File: config.mk
export PLATFORM = sky130hd
export DESIGN_NAME = gshare_predictor
export DESIGN_NICKNAME = d
export VERILOG_FILES = /design/src/rtl/gshare_predictor.sv
export SDC_FILE = /design/constraint.sdc
export NUM_CORES = 1
export LEC_CHECK = 0
export CORE_UTILIZATION = 45
export DETAILED_ROUTE_END_ITERATION = 8
export PLACE_DENSITY = 0.65
export SLEW_MARGIN = 25
export SYNTH_ARGS = -nofsm -noshare
export SYNTH_HDL_FRONTEND = slang
export SYNTH_SLANG_ARGS = --single-unit
File: constraint.sdc
create_clock -name clk -period 8.35 [get_ports clk]
set_clock_uncertainty 0.2 [all_clocks]
set_input_delay 2.505 -clock clk [delete_from_list [all_inputs] [get_ports clk]]
set_output_delay 2.505 -clock clk [all_outputs]
set_load 0.01 [all_outputs]
File: src/rtl/gshare_predictor.sv
// Gshare branch predictor: PC-xor-history indexed table of saturating counters,
// a speculative global history register with mispredict repair, and a clear sweep.
module gshare_predictor #(
    parameter int IDX_W     = 6,
    parameter int CTR_W     = 2,
    parameter int HIST_W    = 6,
    parameter int RESET_CTR = 2**(CTR_W-1)-1
) (
    input  logic              clk,
    input  logic              rstn,
    input  logic              lk_valid,
    input  logic [31:0]       lk_pc,
    output logic              pred_taken,
    output logic [HIST_W-1:0] pred_hist,
    input  logic              upd_valid,
    input  logic [31:0]       upd_pc,
    input  logic [HIST_W-1:0] upd_hist,
    input  logic              upd_taken,
    input  logic              upd_mispred,
    input  logic              clear,
    output logic              ready
);

    localparam int DEPTH = 2**IDX_W;
    localparam logic [CTR_W-1:0] CTR_INIT = CTR_W'(RESET_CTR);
    localparam logic [CTR_W-1:0] CTR_MAX  = {CTR_W{1'b1}};
    localparam logic [IDX_W-1:0] LAST_IDX = {IDX_W{1'b1}};

    typedef enum logic {IDLE, CLEAR} state_t;

    state_t            state;
    logic [IDX_W-1:0]  sweep_ptr;
    logic [HIST_W-1:0] ghr;
    logic [CTR_W-1:0]  ctr_tbl [DEPTH];

    logic [IDX_W-1:0]  lk_idx;
    logic [IDX_W-1:0]  upd_idx;
    logic              in_idle;
    logic              unused_pc_bits;

    function automatic logic [IDX_W-1:0] table_index(input logic [IDX_W-1:0] pc_bits,
                                                     input logic [HIST_W-1:0] hist);
        return pc_bits ^ IDX_W'(hist);
    endfunction

    // Shift a new outcome into bit 0; also covers HIST_W == 1.
    function automatic logic [HIST_W-1:0] hist_shift(input logic [HIST_W-1:0] hist,
                                                     input logic bit_in);
        logic [HIST_W-1:0] r;
        r    = hist << 1;
        r[0] = bit_in;
        return r;
    endfunction

    function automatic logic [CTR_W-1:0] sat_step(input logic [CTR_W-1:0] ctr,
                                                  input logic up);
        logic [CTR_W-1:0] r;
        r = ctr;
        if (up) begin
            if (ctr != CTR_MAX) r = ctr + 1'b1;
        end else begin
            if (ctr != '0) r = ctr - 1'b1;
        end
        return r;
    endfunction

    assign in_idle = (state == IDLE);
    assign lk_idx  = table_index(lk_pc[IDX_W+1:2], ghr);
    assign upd_idx = table_index(upd_pc[IDX_W+1:2], upd_hist);

    assign pred_taken = in_idle & ctr_tbl[lk_idx][CTR_W-1];
    assign pred_hist  = ghr;
    assign ready      = in_idle;

    assign unused_pc_bits = ^{lk_pc[31:IDX_W+2], lk_pc[1:0],
                              upd_pc[31:IDX_W+2], upd_pc[1:0]};

    always_ff @(posedge clk or negedge rstn) begin
        if (!rstn) begin
            state     <= IDLE;
            sweep_ptr <= '0;
        end else begin
            case (state)
                IDLE: begin
                    if (clear) begin
                        state     <= CLEAR;
                        sweep_ptr <= '0;
                    end
                end
                CLEAR: begin
                    sweep_ptr <= sweep_ptr + 1'b1;
                    if (sweep_ptr == LAST_IDX) state <= IDLE;
                end
                default: state <= IDLE;
            endcase
        end
    end

    // Mispredict repair takes priority over the speculative lookup shift.
    always_ff @(posedge clk or negedge rstn) begin
        if (!rstn) begin
            ghr <= '0;
        end else if (!in_idle || clear) begin
            ghr <= '0;
        end else if (upd_valid && upd_mispred) begin
            ghr <= hist_shift(upd_hist, upd_taken);
        end else if (lk_valid) begin
            ghr <= hist_shift(ghr, pred_taken);
        end
    end

    always_ff @(posedge clk or negedge rstn) begin
        if (!rstn) begin
            for (int i = 0; i < DEPTH; i++) ctr_tbl[i] <= CTR_INIT;
        end else if (!in_idle) begin
            ctr_tbl[sweep_ptr] <= CTR_INIT;
        end else if (upd_valid) begin
            ctr_tbl[upd_idx] <= sat_step(ctr_tbl[upd_idx], upd_taken);
        end
    end

endmodule

Yosys cells after proc, flatten, opt, wreduce, memory -nomap -nowiden
Index checks and enable logic that the tools add are counted.
{"block": "word_totals", "mem_bits_ro": 0, "mem_count": 0, "word_cells": 121, "mem_bits_rw": 0, "regBits": 141, "latchBits": 0, "inputBits": 77}
{"block": "op_classes", "eq_ne": 3, "bitwise_logic": 10, "shifts": 0, "reduce_logical": 7, "div": 0, "magnitude_cmp": 5, "n_addsub": 3, "multipliers": 0, "n_mux": 26}
{"op": "128-bit two-way mux", "count": 2}
{"op": "128-bit bitwise mux", "count": 1}
{"op": "64-bit bitwise AND", "count": 1}
{"op": "64-bit NOT", "count": 1}
{"op": "64-bit bitwise OR", "count": 1}
{"op": "2-bit binary-select mux with 6-bit select", "count": 2}
{"op": "2-bit demux with 6-bit select", "count": 2}
{"op": "6-bit two-way mux", "count": 4}
{"op": "2-bit two-way mux", "count": 11}
{"op": "7-bit >= comparator (second input constant)", "count": 3}
{"op": "6-bit NOT with 7-bit output", "count": 3}
{"op": "7-bit by 1-bit less-than comparator with 1-bit output (second input constant)", "count": 2}
{"op": "6-bit one-hot mux with 2 select lines", "count": 1}
{"op": "6-bit XOR", "count": 2}
{"op": "6-bit by 1-bit adder with 6-bit output (second input constant)", "count": 1}
{"op": "6-bit == test (second input constant)", "count": 1}
{"op": "2-bit != test (second input constant)", "count": 2}
{"op": "2-bit nonzero test", "count": 2}
{"op": "1-bit logical AND", "count": 3}
{"op": "3-bit nonzero test", "count": 1}
{"op": "2-bit by 1-bit adder with 2-bit output (second input constant)", "count": 1}
{"op": "1-bit two-way mux", "count": 2}
{"op": "1-bit one-hot mux with 2 select lines", "count": 1}
{"op": "2-bit by 1-bit subtractor with 2-bit output (second input constant)", "count": 1}
{"op": "3 further kinds", "count": 3}

Depth between registers and ports, before layout
Gate-level depths: netlist (run 1).
{"block": "depth", "ltp_word": 13, "ltp_mapped": 13}

Worst setup path after synthesis (run 1)
No wires, ideal clock.
{"block": "synth_path", "path_type": "in2out", "startpoint": "input port lk_pc[2]", "endpoint": "output port pred_taken", "arrival_ns": 4.738, "stages": 6, "path_slack_ns": 0.907, "required_ns": 5.645, "path_cell_list": "xor2_1 buf_4 mux4_2 mux4_2 a211oi_1 a211oi_1"}
{"block": "synth_via", "elab_chain_len": 6}
{"element": "start, declared", "line_no": "12", "rtl": "input logic [31:0] lk_pc,"}
{"element": "6-bit XOR", "line_no": "43", "rtl": "return pc_bits ^ IDX_W'(hist);"}
{"element": "6-bit NOT with 7-bit output (implied by the code)", "line_no": "71", "rtl": "assign pred_taken = in_idle & ctr_tbl[lk_idx][CTR_W-1];"}
{"element": "2-bit binary-select mux with 6-bit select", "line_no": "71"}
{"element": "2-bit two-way mux (implied by the code) (2 in series)", "line_no": "71"}
{"element": "1-bit bitwise AND", "line_no": "71"}
{"element": "end, declared", "line_no": "13", "rtl": "output logic pred_taken,"}
No other way between the ends. The select of a mux whose other input is x is not followed.

Worst setup path in the final report (run 1)
Same ends and word-level chain as after synthesis.

==> summary.md, run 1 <==
| Metric | Value |
|---|---|
| Post-DP HPWL | 20,600 um |
| Hold WS | 353 ps |
| Cell chain of the critical path | clkdlybuf4s50_1 -> xor2_2 -> buf_12 -> mux4_2 -> mux4_2 -> nor2b_1 -> a211oi_1 -> a211oi_1 -> clkdlybuf4s50_1 |
| Top delay family on crit path | buffers and inverters |
| Setup TNS | 0 ps |
| Most used DFF post-synth | dfrtp_1 |
| Iter 0 DRT Violations | 1,130 |
| Routability cong. | 0.963 |
| Post-DR wirelength/cell | 26.4 um |
| Clk root buf | clkbuf_16 |
| Tcrit/Tclk final | 0.972 |
| Critical Path End Type | output port |
| Setup WS pre-CTS | 233 ps |
| Core ar. | 0.0189 mm2 |
| Ranking of synthesized cells by area | dfrtp_1 (22%), dfstp_2 (19%), mux4_2 (8.8%) |
| Yosys top cell area share | 0.220 |
| Chip Width | 141 um |
| Layout cells sized above 1 | 0.207 |
| CP bufs+invs | 3 |
| Number of global-route vias before repair | 7,830 |
| CTS Buf Count | 17 |
| Peak supply drop | 0.000147 V |
| Setup Buffers After CTS | 0 |
| Post-synth ARST share | 1.00 |
| Warnings from Yosys | 0 |
| Crit-path max FO | 16 |
| Clk_lat worst skew | 440 ps |
| Max_cap viols | 0 |
| Mapped Cells | 898 |
| I/O pin total | 85 |
| Post-cts resize count | 0 |
| Startpoint Class | input pin |
| Die height | 141 um |
| Status | finished clean |
| PwrDens | 266 mW/mm2 |
| Antenna viol nets, final | 0 |
| Initial antenna violation count | 0 |
| TritonCTS clock tree | done |
| Fin util | 0.527 |
| Mapped Avg Cell Area | 9.74 um2 |
| Max-slew violations | 0 |
| Leading cell types in the layout, fill and taps excluded | nand2_1 (103), dfrtp_1 (77), nand3_1 (69), dfstp_2 (64), nor2_1 (62) |
| Tmin final | 8120 ps |
| Area leader, netlist | dfrtp_1 |
| Nets | 986 |
| RSZ-0062 raised after global routing | false |
| GR Overflow Total | 0 |
| Antenna fix cells | 0 |
| Worst stage delay on the critical path | 540 ps |
| DRC Markers | 0 |
| Max-slew headroom | 0.302 |
| Post-synth EDFFs | 0 |
| Syn nets | 976 |
| Type of the worst setup path | in2out |
| Mapped Area | 0.00875 mm2 |
| Setup Viol. Count Final | 0 |
| CTS H-tree depth | 4 |
| DR vias | 8,212 |
| Area delta synth->final | 13.8% |
| Effective utilization at floorplan | 0.463 |
| Port bufs | 32 |
| Slack of the critical path | 232 ps |
| Worst-margin pin slew | 1040 ps |
| Synth unique cells | 64 |
| CP arrival | 5410 ps |
| Final number of hold-violating endpoints | 0 |
| Req. time, crit path | 5640 ps |
| Total power | 2.65 mW |
| Yosys reg bits | 141 |
| Row count | 50 |
| Reg clk slew, reported paths | 70 ps |
| CP max stage cell | mux4_2 |
| Avg Vias per Cell | 6.95 |
| First-pass GRT wire length | 47,800 um |
| Largest net degree at the start of global routing | 100 |
| Pleak | 3.71 nW |
| Commonest non-fill, non-tap cell in the layout | nand2_1 |
| Full die area | 0.0200 mm2 |
| DRT Pass-1 Iters | 6 |
| Clock Sinks | 141 |
| Seq/Total Area, Yosys | 0.412 |
| Drt total wl | 31,100 um |
| Fmax | 123 MHz |
| Global Route Usage Sum | 0.323 |
| Hold Path Class | reg2reg |
| Clock Path Buffers | 2 |
| # hold bufs at CTS | 0 |
-- cell usage after synthesis, types with 7 or more instances --
| cell | count |
|---|---|
| a21oi_1 | 48 |
| o211ai_1 | 7 |
| a221oi_1 | 23 |
| nor3_1 | 32 |
| nor2_1 | 63 |
| mux4_2 | 34 |
| buf_1 | 8 |
| dfstp_2 | 64 |
| o31ai_1 | 12 |
| nand2_1 | 103 |
| o21ai_0 | 46 |
| a31oi_1 | 35 |
| mux2i_1 | 37 |
| dfrtp_1 | 77 |
| nand3_1 | 69 |
| o221ai_1 | 7 |
| o21ai_1 | 25 |
| buf_6 | 9 |
| clkbuf_1 | 34 |
| buf_2 | 13 |
| a211oi_1 | 16 |
| xnor2_1 | 9 |
| a22oi_1 | 7 |
| o22ai_1 | 15 |
| xor2_1 | 12 |
-- worst paths after layout --
check                                   from           end  slack (ps)  cells after the start
worst min register to register   ctr_tbl[75]   ctr_tbl[75]         350                      2
min in group asynchronous               rstn         state        1930                      1
worst max register to register  ctr_tbl[124]   ctr_tbl[70]        5040                      8
max in group asynchronous               rstn  pred_hist[4]        4870                      2
worst min-delay path             ctr_tbl[75]   ctr_tbl[75]         350                      2
worst max-delay path                lk_pc[2]    pred_taken         230                      9
-- cells by family after synthesis --
family | synth area share
mux | 0.142
simple gates | 0.162
buf+inv | 0.0436
xor+xnor | 0.0229
flops | 0.412
compound gates | 0.215
fa+ha+maj | 0.00257
-- cell type report --
type,count,area [um2]
clock buffer,20,457
clock inverter,12,111
fill,1734,8940
inverter,4,15.0
multi-input combinational,685,4880
sequential,141,3610
tap,260,325
timing repair buffer,59,562
-- per-stage QoR --
stage / instance area (um2) / cells
2_1_floorplan: 8750 / 898
3_3_place_gp: 9370 / 1149
3_5_place_dp: 9380 / 1149
4_1_cts: 9950 / 1181
5_1_grt: 9950 / 1181
6_report: 9950 / 1181
-- flip-flops by register name, indices dropped and copies added, names as in the netlist --
register / flops
pred_hist: 6
ctr_tbl: 128
sweep_ptr: 6
state: 1
-- metal layers --
metal  share of wire  global-route usage  vias up
met5               0                   0        -
met4           0.050               0.164        0
li1                -                   -     3475
met1            0.41               0.443     4011
met3            0.12              0.0965      112
met2            0.42               0.464      614
-- power by group --
group,switching (mW),leakage [nW],internal (mW)
Clock,0.325,0.273,0.427
Combinational,0.547,1.73,0.292
Sequential,0.162,1.71,0.891
-- worst reg2reg max path, stage by stage (launching register included) --
cell and delay, ps:
dfstp_2 550, mux4_1 220, nand2_1 50, a311o_1 390
a211oi_2 490, and2_1 210, maj3_2 650, buf_12 280
a31oi_1 160
No activity file was read; power rests on OpenSTA's default activity.
==> inputs of run 2 (changes only) <==
--- a/config.mk
+++ b/config.mk
@@ -7,6 +7,7 @@
 export LEC_CHECK = 0
 export CORE_UTILIZATION = 45
 export DETAILED_ROUTE_END_ITERATION = 8
+export GPL_ROUTABILITY_DRIVEN = 0
 export PLACE_DENSITY = 0.65
 export SLEW_MARGIN = 25
 export SYNTH_ARGS = -nofsm -noshare
==> run 2 against run 1 <==
Final area about the same; die area unchanged; via count shrank 0.74%; core utilization hardly changed; sequential cell count did not move; register-to-register slack worse by 70 ps; largest power group unchanged; global-route usage increased by 0.11 points; clock power is 0.9% lower; sequential power hardly changed.
==> summary.md, run 2 (synthesis results as in run 1) <==
| Metric | Value |
|---|---|
| DRC Markers | 0 (unchanged) |
| Max-slew headroom | 0.244 (-0.0584) |
| Iter 0 DRT Violations | 1,079 (-4.5%) |
| Chip Width | 141 um (unchanged) |
| Antenna viol nets, final | 0 (unchanged) |
| GR Overflow Total | 0 (unchanged) |
| Tmin final | 8160 ps (+41.1 ps) |
| Req. time, crit path | 5640 ps (about the same) |
| Nets | 986 (unchanged) |
| Port bufs | 32 (unchanged) |
| PwrDens | 265 mW/mm2 (-0.34%) |
| CP arrival | 5450 ps (+40 ps) |
| R2R Path End | ctr_tbl[120] |
| Clock Sinks | 141 (unchanged) |
| Critical Path End Type | output port |
| RSZ-0062 raised after global routing | false |
| Effective utilization at floorplan | 0.463 (unchanged) |
| CTS H-tree depth | 4 (unchanged) |
| Post-DR wirelength/cell | 26.2 um (-0.69%) |
| DR vias | 8,151 (-0.74%) |
| I/O pin total | 85 (unchanged) |
| Flop2flop setup slack | 4970 ps (-70 ps) |
| Hold Path Class | reg2reg |
| Clock Path Buffers | 2 (unchanged) |
| Crit-path max FO | 16 (unchanged) |
| # fillers | 1,737 (+0.17%) |
| Pleak | 3.71 nW (about the same) |
| Largest net degree at the start of global routing | 78 (-22%) |
| GR Util met3 | 0.0803 (-0.0162) |
| Clk_lat worst skew | 440 ps (about the same) |
| Full die area | 0.0200 mm2 (unchanged) |
| Setup TNS | 0 ps (unchanged) |
| Final number of hold-violating endpoints | 0 (unchanged) |
| Area delta synth->final | 13.9% (about the same) |
| Peak supply drop | 0.000166 V (+13%) |
| Global Route Usage Sum | 0.325 (+0.00108) |
| Layout cells sized above 1 | 0.207 (unchanged) |
| Cells after DPL | 1,149 (unchanged) |
| Worst stage delay on the critical path | 530 ps (about the same) |
| Biggest register | ctr_tbl |
| Setup Viol. Count Final | 0 (unchanged) |
| Post-route insts no fill | 1,182 (+0.085%) |
| Post-DP Area | 0.00939 mm2 (about the same) |
| Core ar. | 0.0189 mm2 (unchanged) |
| M1 GR Usage | 0.446 (+0.00284) |
| Post-DP HPWL | 20,900 um (+1.7%) |
| Drt total wl | 31,000 um (-0.60%) |
| M2 GR Usage | 0.475 (+0.0109) |
| Tcrit/Tclk final | 0.977 (+0.00492) |
| Startpoint Class | input pin |
| Hold path startpoint | ctr_tbl[75] |
| Setup Buffers After CTS | 0 (unchanged) |
| Design Area, Final | 0.00996 mm2 (about the same) |
| Depth of the worst hold-timing path | 2 (unchanged) |
| Worst-margin pin slew | 1130 ps (+87.3 ps) |
| Status | finished clean |
| Avg Vias per Cell | 6.90 (-0.83%) |
| Largest register FFs | 128 (unchanged) |
| Die height | 141 um (unchanged) |
| TritonCTS clock tree | done |
| CP max stage cell | mux4_2 |
| Fmax | 123 MHz (-0.50%) |
| Row count | 50 (unchanged) |
| Number of global-route vias before repair | 7,894 (+0.82%) |
| Max-slew violations | 0 (unchanged) |
| First-pass GRT wire length | 47,900 um (+0.22%) |
| DRT Pass-1 Iters | 6 (unchanged) |
| Clk root buf | clkbuf_16 |
| RR Startpoint | ctr_tbl[16] |
| Leading cell types in the layout, fill and taps excluded | nand2_1 (103), dfrtp_1 (77), nand3_1 (69), dfstp_2 (64), nor2_1 (63) |
| Cell chain of the critical path | clkdlybuf4s50_1 -> xor2_2 -> buf_12 -> mux4_2 -> mux4_2 -> nor2b_1 -> a211oi_1 -> a211oi_1 -> clkdlybuf4s50_1 |
| Type of the worst setup path | in2out |
| Post-cts resize count | 0 (unchanged) |
| # hold bufs at CTS | 0 (unchanged) |
| Initial antenna violation count | 1 (+1) |
| Hold endpoint | ctr_tbl[75] |
| CTS Buf Count | 17 (unchanged) |
| Worst Reg-to-Reg Cells | 8 (unchanged) |
| Commonest non-fill, non-tap cell in the layout | nand2_1 |
| Max_cap viols | 0 (unchanged) |
| Reg clk slew, reported paths | 60 ps (about the same) |
| Global route hottest layer | met2 |
==> run 2: cell types whose count changed in the layout (fill, tap and decap cells not counted), sizes merged <==
cell,delta
diode,+1
==> run 2: worst max-delay path by stage <==
stage | from | endpoint | slack, ps | cells past startpoint
5_1_grt | lk_pc[2] | pred_taken | 60 | 9
2_1_floorplan | lk_pc[2] | pred_taken | 910 | 6
3_5_place_dp | lk_pc[2] | pred_taken | 210 | 9
6_report | lk_pc[2] | pred_taken | 190 | 9
4_1_cts | lk_pc[2] | pred_taken | 180 | 9
3_3_place_gp | lk_pc[2] | pred_taken | 240 | 9
==> run 2: layout make-up <==
| cell class | count | area, um2 | area share |
|---|---|---|---|
| Multi-Input combinational cell | 685 | 4880 | 0.490 |
| Sequential cell | 141 | 3610 | 0.362 |
| Timing Repair Buffer | 59 | 566 | 0.0568 |
| Clock buffer | 20 | 457 | 0.0458 |
| Tap cell | 260 | 325 | 0.0327 |
| Clock inverter | 12 | 111 | 0.0112 |
| Inverter | 4 | 15.0 | 0.00151 |
| Antenna cell | 1 | 2.50 | 0.000251 |
==> run 2: where the power goes <==
group	total, mW	switching, mW	internal [mW]
registers	1.05	0.162	0.891
logic	0.841	0.547	0.293
clock network	0.745	0.318	0.427
==> run 2: worst max-delay path: cells and delay by family <==
kind	cells	cell delay, ps
AOI/OAI and AO/OA	2	350
xor gates and xnor gates	1	200
buffers and inverters	3	1220
muxes	2	1020
and+or+nand+nor	1	140
==> run 2: metal layers <==
metal  up-vias  share of wire
met4         0          0.051
met5         -              0
met2       575           0.43
met3       117           0.12
li1       3490              -
met1      3969           0.40
==> run 2: metrics by stage <==
stage	util	setup WS [ps]	total power, mW	hold slack (ps)
final	0.527	191	2.64	344
after global routing	0.527	56.8	2.75	356
after CTS	0.527	182	2.62	336
after detailed placement	0.497	208	1.87	322
after global placement	0.496	244	1.85	315
after floorplan	-	907	1.57	283
